## config.mk

```make
export PLATFORM = sky130hd
export DESIGN_NAME = fir_output_quantizer
export DESIGN_NICKNAME = d
export VERILOG_FILES = /design/src/rtl/fir_output_quantizer.sv
export SDC_FILE = /design/constraint.sdc
export NUM_CORES = 1
export LEC_CHECK = 0
export ABC_CLOCK_PERIOD_IN_PS = 3700
export BUFFER_PORTS_ARGS = -buffer_cell sky130_fd_sc_hd__buf_2
export CAP_MARGIN = 15
export CORE_MARGIN = 8
export CORE_UTILIZATION = 35
export DETAILED_ROUTE_END_ITERATION = 8
export PLACE_DENSITY_LB_ADDON = 0.25
export SLEW_MARGIN = 20
export SYNTH_ARGS = -nofsm -noshare
export SYNTH_HDL_FRONTEND = slang
export SYNTH_SLANG_ARGS = --single-unit
export TNS_END_PERCENT = 50
```

## constraint.sdc

```tcl
create_clock -name i_clk -period 3.7 [get_ports i_clk]
set_input_delay 0.37 -clock i_clk [delete_from_list [all_inputs] [get_ports i_clk]]
set_output_delay 0.37 -clock i_clk [all_outputs]
set_load 0.05 [all_outputs]
```

## src/rtl/fir_output_quantizer.sv

```systemverilog
// rtl/fir_output_quantizer.sv - round, shift and saturate FIR results into a first-word-fall-through output FIFO
module fir_output_quantizer #(
  parameter int DATA_WIDTH = 24,
  parameter int OUT_WIDTH  = 16,
  parameter int SHIFT      = 8,
  parameter int FIFO_DEPTH = 8
) (
  input  logic                          i_clk,
  input  logic                          i_rst,
  input  logic                          i_en,
  input  logic [DATA_WIDTH-1:0]         iv_din,
  input  logic                          i_din_valid,
  output logic                          o_ready,
  output logic [OUT_WIDTH-1:0]          ov_dout,
  output logic                          o_dout_valid,
  input  logic                          i_ready,
  output logic                          o_sat,
  output logic [$clog2(FIFO_DEPTH):0]   ov_count
);

  localparam int AW = $clog2(FIFO_DEPTH);
  localparam int CW = AW + 1;
  localparam int RW = DATA_WIDTH + 1;

  localparam logic signed [RW-1:0] RND =
    (SHIFT > 0) ? (RW'(1) << ((SHIFT > 0) ? SHIFT - 1 : 0)) : '0;
  localparam logic signed [RW-1:0] QMAX =
    {{(DATA_WIDTH - OUT_WIDTH + 2){1'b0}}, {(OUT_WIDTH - 1){1'b1}}};
  localparam logic signed [RW-1:0] QMIN =
    {{(DATA_WIDTH - OUT_WIDTH + 2){1'b1}}, {(OUT_WIDTH - 1){1'b0}}};
  localparam logic [OUT_WIDTH-1:0] OMAX = {1'b0, {(OUT_WIDTH - 1){1'b1}}};
  localparam logic [OUT_WIDTH-1:0] OMIN = {1'b1, {(OUT_WIDTH - 1){1'b0}}};

  logic                  v1_q, v1_d;
  logic signed [RW-1:0]  r1_q, r1_d;
  logic                  v2_q, v2_d;
  logic [OUT_WIDTH-1:0]  q2_q, q2_d;
  logic                  sat2_q, sat2_d;
  logic [AW-1:0]         wr_ptr_q, wr_ptr_d;
  logic [AW-1:0]         rd_ptr_q, rd_ptr_d;
  logic [CW-1:0]         count_q, count_d;
  logic                  sat_q, sat_d;
  logic [OUT_WIDTH-1:0]  last_q, last_d;
  logic [OUT_WIDTH-1:0]  mem_q [FIFO_DEPTH];

  logic [CW+1:0]         credit;
  logic signed [RW-1:0]  q_shift;
  logic                  accept;
  logic                  push;
  logic                  pop;

  // Credit counts everything already in flight; a pop in this same cycle is deliberately not credited.
  assign credit       = (CW+2)'(count_q) + (CW+2)'(v1_q) + (CW+2)'(v2_q);
  assign o_ready      = i_en && (credit < (CW+2)'(FIFO_DEPTH));
  assign o_dout_valid = i_en && (count_q != '0);
  assign accept       = i_din_valid && o_ready;
  assign push         = i_en && v2_q;
  assign pop          = o_dout_valid && i_ready;
  assign q_shift      = r1_q >>> SHIFT;

  assign ov_dout  = (count_q != '0) ? mem_q[rd_ptr_q] : last_q;
  assign ov_count = count_q;
  assign o_sat    = sat_q;

  always_comb begin
    v1_d   = v1_q;
    r1_d   = r1_q;
    v2_d   = v2_q;
    q2_d   = q2_q;
    sat2_d = sat2_q;
    if (i_en) begin
      v1_d = accept;
      if (accept) begin
        r1_d = {iv_din[DATA_WIDTH-1], iv_din} + RND;
      end
      v2_d = v1_q;
      if (v1_q) begin
        if (q_shift > QMAX) begin
          q2_d   = OMAX;
          sat2_d = 1'b1;
        end else if (q_shift < QMIN) begin
          q2_d   = OMIN;
          sat2_d = 1'b1;
        end else begin
          q2_d   = q_shift[OUT_WIDTH-1:0];
          sat2_d = 1'b0;
        end
      end
    end
  end

  always_comb begin
    wr_ptr_d = wr_ptr_q;
    rd_ptr_d = rd_ptr_q;
    count_d  = count_q;
    last_d   = last_q;
    sat_d    = sat_q | (push & sat2_q);
    if (push) begin
      wr_ptr_d = wr_ptr_q + AW'(1);
    end
    if (pop) begin
      rd_ptr_d = rd_ptr_q + AW'(1);
      last_d   = mem_q[rd_ptr_q];
    end
    case ({push, pop})
      2'b10:   count_d = count_q + CW'(1);
      2'b01:   count_d = count_q - CW'(1);
      default: count_d = count_q;
    endcase
  end

  always_ff @(posedge i_clk) begin
    if (i_rst) begin
      v1_q     <= 1'b0;
      r1_q     <= '0;
      v2_q     <= 1'b0;
      q2_q     <= '0;
      sat2_q   <= 1'b0;
      wr_ptr_q <= '0;
      rd_ptr_q <= '0;
      count_q  <= '0;
      sat_q    <= 1'b0;
      last_q   <= '0;
    end else begin
      v1_q     <= v1_d;
      r1_q     <= r1_d;
      v2_q     <= v2_d;
      q2_q     <= q2_d;
      sat2_q   <= sat2_d;
      wr_ptr_q <= wr_ptr_d;
      rd_ptr_q <= rd_ptr_d;
      count_q  <= count_d;
      sat_q    <= sat_d;
      last_q   <= last_d;
    end
  end

  // Storage needs no reset: pointers and count gate every read that matters.
  always_ff @(posedge i_clk) begin
    if (push) begin
      mem_q[wr_ptr_q] <= q2_q;
    end
  end

endmodule

```

==> impl_metrics.env <==
export IMPL_status="complete, no violations"
export IMPL_core_sq_mm=0.0224
export IMPL_layout_common_cells="edfxtp_1, dfxtp_1, a21oi_1"
export IMPL_critPathMaxStageDelay_ns=0.56
export IMPL_hold_end="r1_q[22]"
export IMPL_cp_depth=5
export IMPL_drive_gt1_frac=0.221
export IMPL_syn_inst=562
export IMPL_leakagePower_nw=2.95
export IMPL_synthesis_nets=598
export IMPL_postRouteAntennaNets=0
export IMPL_cp_num_buf_inv=2
export IMPL_drt_iter0_markers=312
export IMPL_fp_dieH_um=166
export IMPL_cap_violations=0
export IMPL_antenna_found_initial=0
export IMPL_finalNetCount=636
export IMPL_firstDrtPassIters=4
export IMPL_hold_violations=0
export IMPL_fillers=2056
export IMPL_dp_hpwl_um=10200
export IMPL_p_per_area_mw_per_mm2=482
export IMPL_r2r_cells=9
export IMPL_htree_levels=4
export IMPL_clockBufferDepth=2
export IMPL_insertedDiodeCount=0
export IMPL_cts_made_buffers=17
export IMPL_hp_start="iv_din[22]"
export IMPL_synth_seq_area_share=0.652
export IMPL_critPathTopFamily="multiplexers"
export IMPL_drc_errors=0
export IMPL_cts_setup_buffers=0
export IMPL_overflow=0
export IMPL_path_clk_slew_ns=0.07
export IMPL_worstMarginPinSlew_ns=1.06
export IMPL_ys_seq_elements=194
export IMPL_finalSetupTns_ns=0
export IMPL_ir_drop_uv=300
export IMPL_viasPerCell=5.09
export IMPL_grt_pass1_wl_um=25300
export IMPL_synth_area_leaders="edfxtp_1, dfxtp_1, mux4_2, a21oi_1, nor2_1"
export IMPL_crit_chain="buf_4, mux4_2, mux2i_1, a21oi_1, buf_2"
export IMPL_start_util=0.353
export IMPL_synth_edff_count=128
export IMPL_gp_congestion=0.766
export IMPL_synthArstFlopShare=0
export IMPL_period_share=0.805
export IMPL_reg2reg_from="ov_count[0]"
export IMPL_period_needed_ns=2.98
export IMPL_netlist_area_sq_mm=0.00792
export IMPL_vias=4565
export IMPL_grt_max_degree=41
export IMPL_end_kind="output pin"
export IMPL_die_x_um=166
export IMPL_reg2reg_slack_ns=1.19
export IMPL_hold_buffers=0
export IMPL_hp_class="input pin to flop"
export IMPL_relSlewSlack=0.293
export IMPL_clkLatencyLatePin_ns=0.43
export IMPL_synth_largest_area_cell="edfxtp_1"
export IMPL_mostFrequentLayoutCell="edfxtp_1"
export IMPL_cts_tree="done"
export IMPL_fmax_mhz=336
export IMPL_portBuffers=44
export IMPL_post_drt_wl_per_cell_um=17.7
export IMPL_post_synth_cell_area_avg_sq_um=14.1
export IMPL_routed_wl_um=15900
export IMPL_ios=52
export IMPL_stdcell_area_sq_mm=0.00906
export IMPL_start_kind="flop"
export IMPL_yosysWarnings=0
export IMPL_rsz0062_at_grt="no"
export IMPL_cts_sinks=194
export IMPL_hold_depth=3
export IMPL_synth_top_area_share=0.485
export IMPL_reg2reg_to="ov_count[2]"
export IMPL_arrival_ns=2.61
export IMPL_critPathMaxFanout=16
export IMPL_grtUsageTotal=0.117
export IMPL_root_buffer="clkbuf_16"
export IMPL_die_area_sq_mm=0.0277
export IMPL_setup_viol=0
export IMPL_cp_data_required_time_ns=3.33
export IMPL_postCtsResizedCells=0
export IMPL_synth_cell_type_count=42
export IMPL_synthToLayoutAreaGrowth_pct=14.4
export IMPL_critPathSlowestCell="dfxtp_2"
export IMPL_dpl_cell_area_sq_mm=0.00847
export IMPL_grt_pass1_vias=4643
export IMPL_yosys_most_used_dff="edfxtp_1"
export IMPL_path_class="flop to output pin"
export IMPL_slew_viol_final=0
export IMPL_placementRows=55
export IMPL_fin_worst_skew_ns=0.0118
-- metrics by stage --
step                setup slack [ns]   util  instances  hold slack, ns  power [W]
global route                   0.489  0.404        897           0.268    0.00451
finish                         0.720  0.404        897           0.252    0.00437
global placement                1.12  0.377        866           0.485    0.00259
detailed placement              1.09  0.377        866           0.494    0.00260
floorplan                      0.556      -        562           0.463    0.00253
CTS                            0.609  0.404        897           0.235    0.00441
-- routing by layer --
metal / up-vias / routed length [um] / track usage
met1: 2244 / 7450 / 0.152
met4: 0 / 145 / 0.0388
met2: 87 / 7510 / 0.186
li1: 2225 / - / -
met5: - / 0 / 0
met3: 9 / 744 / 0.0319
-- power by group --
group	total [W]	internal [W]	switching, W
combinational	0.000184	0.0000596	0.000125
sequential	0.00236	0.00232	0.0000385
clock	0.00182	0.00106	0.000760
-- synthesized netlist by cell type, types with 5 or more instances --
| library cell | number |
|---|---|
| a211oi_1 | 12 |
| a211oi_2 | 9 |
| a21oi_1 | 61 |
| buf_1 | 6 |
| buf_2 | 8 |
| clkbuf_1 | 17 |
| dfxtp_1 | 66 |
| edfxtp_1 | 128 |
| ha_1 | 7 |
| inv_1 | 5 |
| mux2i_1 | 19 |
| mux4_2 | 32 |
| nand2_1 | 12 |
| nand2b_1 | 5 |
| nand3_1 | 10 |
| nor2_1 | 56 |
| nor3_1 | 10 |
| o21ai_0 | 29 |
| o21bai_1 | 13 |
| xnor2_1 | 12 |
| xor2_1 | 8 |
-- worst max path at each step --
stage	startpoint	end	slack (ns)
4_1_cts	flop	ov_dout[0]	0.61
3_3_place_gp	flop	ov_dout[0]	1.12
3_5_place_dp	flop	ov_dout[0]	1.09
5_1_grt	flop	ov_dout[4]	0.49
6_report	flop	ov_dout[0]	0.72
2_1_floorplan	ov_count[1]	ov_count[3]	0.56
-- state kept, by name, indices dropped and copies added, names as in the netlist, named ones only --
name and cells:
q2_q 16, ov_count 4, v1_q 1, last_q 16, wr_ptr_q 3, v2_q 1, rd_ptr_q 3, sat2_q 1
o_sat 1, r1_q 17, mem_q 128
-- logic make-up after synthesis --
| kind of cell | after synthesis | synth area share |
|---|---|---|
| mux | 51 | 0.115 |
| flops | 194 | 0.652 |
| compound gates | 134 | 0.105 |
| buf+inv | 42 | 0.0254 |
| fa+ha+maj | 7 | 0.0111 |
| simple gates | 114 | 0.0700 |
| xor+xnor | 20 | 0.0221 |
-- layout make-up --
cell class	instances	area, sq um	share of cell area
clock buffer	24	526	0.0580
multi-input combinational	326	2620	0.289
clock inverter	7	68.8	0.00759
tap	285	357	0.0393
sequential	194	5170	0.570
timing repair buffer	56	310	0.0342
inverter	5	18.8	0.00207
-- worst register-to-register path, stage by stage, from the launching register on --
cell     delay (ns)
dfxtp_1        0.40
o41a_1         0.49
and2_1         0.22
ha_1           0.26
xor2_1         0.17
ha_1           0.19
a21oi_1        0.15
xor2_1         0.10
or3_1          0.32
a21oi_1        0.15
Power figures use the tool's default switching activity.
